`src/rtl/debounce_switch_multi.sv`:
```
// Multi-channel switch debouncer: per-channel synchroniser, tick-gated stability
// filter, press/release pulses and a one-shot long-press pulse.
module debounce_lane #(
  parameter int   SYNC_STAGES  = 2,
  parameter int   STABLE_TICKS = 8,
  parameter int   LONG_TICKS   = 200,
  parameter logic INIT_LEVEL   = 1'b0
) (
  input  logic clk,
  input  logic rst,
  input  logic tick_i,
  input  logic sw_i,
  output logic sw_o,
  output logic rise_o,
  output logic fall_o,
  output logic long_o
);
  localparam int SW = $clog2(STABLE_TICKS) + 1;
  localparam int LW = $clog2(LONG_TICKS) + 1;
  localparam logic [SW-1:0] CNT_LAST = SW'(STABLE_TICKS - 1);
  localparam logic [LW-1:0] LONG_MAX = LW'(LONG_TICKS);

  logic [SYNC_STAGES-1:0] sync_q;
  logic [SW-1:0]          cnt_q, cnt_d;
  logic [LW-1:0]          lcnt_q, lcnt_d;
  logic                   lvl_q, lvl_d;
  logic                   rise_q, rise_d, fall_q, fall_d, long_q, long_d;
  logic                   sync_s;

  assign sync_s = sync_q[SYNC_STAGES-1];

  always_ff @(posedge clk or posedge rst) begin
    if (rst) sync_q <= {SYNC_STAGES{INIT_LEVEL}};
    else     sync_q <= {sync_q[SYNC_STAGES-2:0], sw_i};
  end

  always_comb begin
    cnt_d  = cnt_q;
    lvl_d  = lvl_q;
    rise_d = 1'b0;
    fall_d = 1'b0;
    // Any return to the accepted level restarts the count, even without a tick.
    if (sync_s == lvl_q) begin
      cnt_d = '0;
    end else if (tick_i) begin
      if (cnt_q == CNT_LAST) begin
        lvl_d  = sync_s;
        cnt_d  = '0;
        rise_d = sync_s;
        fall_d = ~sync_s;
      end else begin
        cnt_d = cnt_q + 1'b1;
      end
    end
  end

  always_comb begin
    lcnt_d = lcnt_q;
    long_d = 1'b0;
    // Saturating at LONG_MAX makes the long pulse one-shot per press.
    if (!lvl_q) begin
      lcnt_d = '0;
    end else if (tick_i && lcnt_q != LONG_MAX) begin
      lcnt_d = lcnt_q + 1'b1;
      long_d = (lcnt_q == LONG_MAX - 1'b1);
    end
  end

  always_ff @(posedge clk or posedge rst) begin
    if (rst) begin
      cnt_q  <= '0;
      lcnt_q <= '0;
      lvl_q  <= INIT_LEVEL;
      rise_q <= 1'b0;
      fall_q <= 1'b0;
      long_q <= 1'b0;
    end else begin
      cnt_q  <= cnt_d;
      lcnt_q <= lcnt_d;
      lvl_q  <= lvl_d;
      rise_q <= rise_d;
      fall_q <= fall_d;
      long_q <= long_d;
    end
  end

  assign sw_o   = lvl_q;
  assign rise_o = rise_q;
  assign fall_o = fall_q;
  assign long_o = long_q;
endmodule

module debounce_switch_multi #(
  parameter int   CHANNELS     = 4,
  parameter int   SYNC_STAGES  = 2,
  parameter int   STABLE_TICKS = 8,
  parameter int   LONG_TICKS   = 200,
  parameter logic INIT_LEVEL   = 1'b0
) (
  input  logic                clk,
  input  logic                rst,
  input  logic                i_tick,
  input  logic [CHANNELS-1:0] i_switch,
  output logic [CHANNELS-1:0] o_switch,
  output logic [CHANNELS-1:0] o_rise,
  output logic [CHANNELS-1:0] o_fall,
  output logic [CHANNELS-1:0] o_long
);
  debounce_lane #(
    .SYNC_STAGES (SYNC_STAGES),
    .STABLE_TICKS(STABLE_TICKS),
    .LONG_TICKS  (LONG_TICKS),
    .INIT_LEVEL  (INIT_LEVEL)
  ) u_lane [CHANNELS-1:0] (
    .clk   (clk),
    .rst   (rst),
    .tick_i(i_tick),
    .sw_i  (i_switch),
    .sw_o  (o_switch),
    .rise_o(o_rise),
    .fall_o(o_fall),
    .long_o(o_long)
  );
endmodule

```
`config.mk`:
```
export PLATFORM = sky130hd
export DESIGN_NAME = debounce_switch_multi
export DESIGN_NICKNAME = d
export VERILOG_FILES = /design/src/rtl/debounce_switch_multi.sv
export SDC_FILE = /design/constraint.sdc
export NUM_CORES = 1
export LEC_CHECK = 0
export ABC_AREA = 1
export CAP_MARGIN = 20
export CORE_MARGIN = 3
export CORE_UTILIZATION = 55
export CTS_CLUSTER_DIAMETER = 30
export DETAILED_ROUTE_END_ITERATION = 10
export PLACE_DENSITY = 0.82
export SLEW_MARGIN = 20
export SYNTH_ARGS = -nofsm -noshare
export SYNTH_HDL_FRONTEND = slang
export SYNTH_SLANG_ARGS = --single-unit
```
`constraint.sdc`:
```
create_clock -name clk -period 3.25 [get_ports clk]
set_input_delay 0.8125 -clock clk [delete_from_list [all_inputs] [get_ports clk]]
set_output_delay 0.8125 -clock clk [all_outputs]
set_load 0.02 [all_outputs]
```
=== Yosys cells after proc, flatten, opt, wreduce, memory -nomap -nowiden ===
Index checks and enable logic that the tools add are counted.

* Output and inout bits: 16
* Bits of input ports: 7
* Register bits: 76
* Word-level logic and storage cells: 128

* Reduce and logical (&&, ||, !) cells: 12
* Bitwise operators: 8
* Equal/unequal tests: 20
* Multiplexer cells: 52
* $add $sub $neg: 8

{| class="wikitable"
|+ Operators with widths
! kind !! count
|-
| 9-bit two-way mux || 8
|-
| 4-bit two-way mux || 12
|-
| 9-bit by 1-bit adder with 9-bit output (second input constant) || 4
|-
| 9-bit by 8-bit == test with 1-bit output (second input constant) || 4
|-
| 9-bit by 8-bit != test with 1-bit output (second input constant) || 4
|-
| 1-bit two-way mux || 32
|-
| 4-bit by 1-bit adder with 4-bit output (second input constant) || 4
|-
| 4-bit by 3-bit == test with 1-bit output (second input constant) || 4
|-
| 3-bit AND reduction || 4
|-
| 2-bit != test (second input constant) || 4
|-
| 1-bit inverter || 8
|-
| 2-bit nonzero test || 4
|-
| 1-bit == test || 4
|-
| 1-bit logical AND || 4
|}

=== Depth between registers and ports, before layout ===
* Word-level depth: 4
* Gate-level depth with buffers: 10
* Gate-level depth less buffers: 9

=== Hierarchy ===
From an unflattened synthesis, not the netlist that was laid out.

* Cell total of the unflattened synthesis: 516
* Area, all modules: 4073.9 µm²

{| class="wikitable"
|+ By module, submodules not included
! module !! times used !! sequential area each (µm²) !! area an instance (µm²) !! cells each
|-
| debounce_lane || 4 || 475.5 || 1018.5 || 129
|}

=== Worst setup path before layout ===
OpenSTA, ideal clock, no wires.

* Path kind: input-to-reg
* Start: input i_tick
* End: register u_lane[3].lvl_q
* Data arrival time: 1.419 ns
* Slack: 1.707 ns
* Setup time: 0.125 ns
* Path buffers: 1
* Required time: 3.125 ns
* Stages on the path: 6
* Path through: clkbuf_8 inv_1 nor2_2 nand2_1 nor2_1 a21oi_1

* Cells in the longest elaborated chain, start to end: 1

{| class="wikitable"
|+ RTL lines
! element !! RTL line !! RTL
|-
| start: declaration || 102 || <nowiki>input logic i_tick,</nowiki>
|-
| 3-bit AND reduction (no source line) || n/a ||
|-
| end signal: assignment || 80 || <nowiki>lvl_q <= lvl_d;</nowiki>
|-
| end: declaration || 26 || <nowiki>logic lvl_q, lvl_d;</nowiki>
|}

Every way passes these cells.
A chain may end at the register's enable or synchronous reset.

=== Final worst setup path ===
* Start: register u_lane[0].lvl_q
* End: output o_switch[0]

{| class="wikitable"
|+ RTL lines
! element !! RTL line !! RTL
|-
| start: declaration || 26 ||
|-
| start signal: assignment || 80 ||
|-
| end: declaration || 104 || <nowiki>output logic [CHANNELS-1:0] o_switch,</nowiki>
|}

No word-level cell between the ends.

==> results.yml <==
critical_path:
  crit_buf_inv: 1
  path_class: "reg2out"
  slowest_stage: "dfrtp_1"
  cp.arrival_ns: 1.79
  path_max_fanout: 18
  critPathCaptureType: "output port"
  crit_family: "flip-flops"
  start_kind: "flip-flop"
  slowest_delay_ns: 0.72
  required_ns: 2.44
  path_cells: "clkdlybuf4s50_1"
clock_network:
  root_buffer: "clkbuf_8"
  cts_hold_buffers: 0
  htree_levels: 3
  cts_resized: 0
  postCtsSetupRepairBufs: 0
  clock_path_buffers: 2
  tritoncts: "done"
  clock_sinks: 76
  path_clk_slew_ns: 0.08
  insertion_delay_ns: 0.34
  cts_buffers: 9
cells_and_area:
  n_antenna_cell: 0
  finalNonFillerCells: 663
  fillers: 658
  final_core_util_pct: 62.3
  layout-drive-gt1-share_pct: 5.85
  synthToLayoutAreaGrowth_pct: 9.40
  final_area_sq_um: 4540
  finalNetCount: 579
grt:
  grt_use_total_pct: 20.3
  grt_pass1_vias: 3315
  grt_pass1_wl_um: 14200
  antenna_found_initial: 0
  grt_start_max_net_pins: 32
  gr-total-overflow: 0
sta:
  rsz0062_at_grt: "no"
  slew_violations: 0
  tns_ns: 0
  hold_viol: 0
  relSlewSlack_pct: 56.3
  tightest_slew_ns: 0.655
  final.min_clock_period_ns: 2.60
  skew_ns: 0.0105
  fmax_mhz: 384
  period_share_pct: 80.1
  setup_viol: 0
synth:
  syn-instance-count: 551
  seq_area_frac_synth_pct: 45.8
  syn_avg_cell_area_sq_um: 7.54
  yosysTopAreaCell: "dfrtp_1"
  yosysUniqueCellTypes: 29
  yosysWarnings: 0
  synth_edf_count: 0
  syn_nets: 570
  synth_ff_type: "dfrtp_1"
  synth_common_cells: "nand2_1 (148), nand3_1 (80), dfrtp_1 (76)"
  synthArstFlopShare_pct: 100
  yosysMostFrequentCell: "nand2_1"
  ys_top_cells_by_area: "dfrtp_1 (46%), nand2_1 (13%), nand3_1 (9.6%), nor2_1 (6.1%), inv_1 (5.7%)"
  synth_seq_cells: 76
  netlist_area_sq_um: 4150
  synth_top_cell_area_share_pct: 45.8
drt:
  firstDrtPassIters: 4
  wl_met2_um: 3810
  wl_met3_um: 264
  wl_met1_um: 3720
  wl_per_cell_um: 11.9
  via_count: 3407
  routed_wl_um: 7860
  ant_nets: 0
  drc: 0
  drt_iter0_drc: 144
  viasPerCell: 5.14
  top_layer: "met4"
placement:
  dp_cells: 648
  numPortBuffers: 22
  place_area_sq_um: 4320
  hpwl_um: 5510
  globalplace.congestion: 0.894
power:
  p_per_area_nw_per_um2: 511
  pwr-share-comb_pct: 15.8
  power.switching_uw: 674
  seq_power_share_pct: 49.5
  power_frac_clock_pct: 34.7
  switching_share_pct: 29.1
  p_leak_uw: 0.00233
  power.internal_uw: 1650
  vdd.ir_drop.worst_mv: 0.306
die:
  die-area_sq_um: 8630
  io_pins: 23
  core-area_sq_um: 7290
  dieHeight_um: 92.9
  start_util_pct: 57.0
  rows: 31
  die_x_um: 92.9
worst_hold_path:
  hp-class: "reg2reg"
run:
  max_cap_violations: 0
outcome:
  status: "completed"
## state kept, by name (all words and copies together), names as in the netlist
signal         flops
u_lane.sw_o        4
u_lane.rise_o      4
u_lane.lcnt_q     36
u_lane.sync_q      8
u_lane.fall_o      4
u_lane.cnt_q      16
u_lane.long_o      4
## per-layer routing
| layer | global-route usage, % | up-vias |
|---|---|---|
| met5 | 0 | - |
| met4 | 5.25 | 0 |
| met3 | 5.12 | 10 |
| met2 | 34.9 | 62 |
| met1 | 25.4 | 1590 |
| li1 | - | 1745 |
## stage by stage
step	total power, uW	worst slack, ns	hold WS, ns
2_1_floorplan	1440	0.499	0.331
3_3_place_gp	1510	0.769	0.335
3_5_place_dp	1530	0.610	0.336
4_1_cts	2350	0.614	0.354
5_1_grt	2470	0.543	0.359
6_report	2320	0.646	0.351
## area by class of cell
cell class	instances	area [sq um]	share of cell area (%)
clock inverter	4	72.6	1.60
tap	99	124	2.73
inverter	69	259	5.70
timing repair buffer	26	250	5.51
multi-input combinational	378	1790	39.3
clock buffer	11	151	3.33
sequential	76	1900	41.9
## placed cells by master (no fill, tap or decap)
cell / n
xnor2_1: 1
clkbuf_8: 11
nor3b_1: 3
o21ai_0: 20
inv_1: 62
xor2_1: 8
nand2_1: 148
buf_4: 4
nand3_1: 80
a21oi_1: 12
nor2_2: 4
clkinvlp_4: 1
bufinv_16: 2
o21ai_1: 1
o21bai_1: 1
clkinv_2: 1
nor2_1: 67
nand2_2: 2
a22oi_1: 1
dfrtp_1: 76
nor4_1: 1
nor3_1: 9
ha_1: 12
inv_2: 7
nand4_1: 4
nor3_2: 1
nand3b_1: 2
clkdlybuf4s50_1: 22
o211ai_1: 1
## power groups by stage
stage	clock [uW]	sequential (uW)	combinational (uW)
global route	868	1170	434
global placement	0	1160	351
finish	805	1150	367
floorplan	0	1140	304
CTS	826	1150	372
detailed placement	0	1170	369
## cells by family after synthesis
kind of cell,after synthesis,share of synthesized area [%]
AND/OR/NAND/NOR,321,33.0
buffers and inverters,97,11.2
flip-flops,76,45.8
XOR/XNOR,9,1.90
adder cells (fa/ha/maj),12,3.61
AO/OA/AOI/OAI,36,4.52
## path summary, 6_finish.rpt
path / start / to / slack [ns] / cells after the start
max: u_lane[0].sw_o$_DFFE_PP0P_ / o_switch[0] / 0.65 / 1
min: u_lane[1].sync_q[0]$_DFF_PP0_ / u_lane[1].sync_q[1]$_DFF_PP0_ / 0.35 / 0
max reg2reg: u_lane[0].lcnt_q[5]$_DFFE_PP0P_ / u_lane[0].lcnt_q[2]$_DFFE_PP0P_ / 1.60 / 8
min reg2reg: u_lane[1].sync_q[0]$_DFF_PP0_ / u_lane[1].sync_q[1]$_DFF_PP0_ / 0.35 / 0
max in group asynchronous: rst / u_lane[2].lcnt_q[3]$_DFFE_PP0P_ / 1.55 / 3
min in group asynchronous: rst / u_lane[0].lcnt_q[3]$_DFFE_PP0P_ / 0.88 / 2
Power figures use the tool's default switching activity.
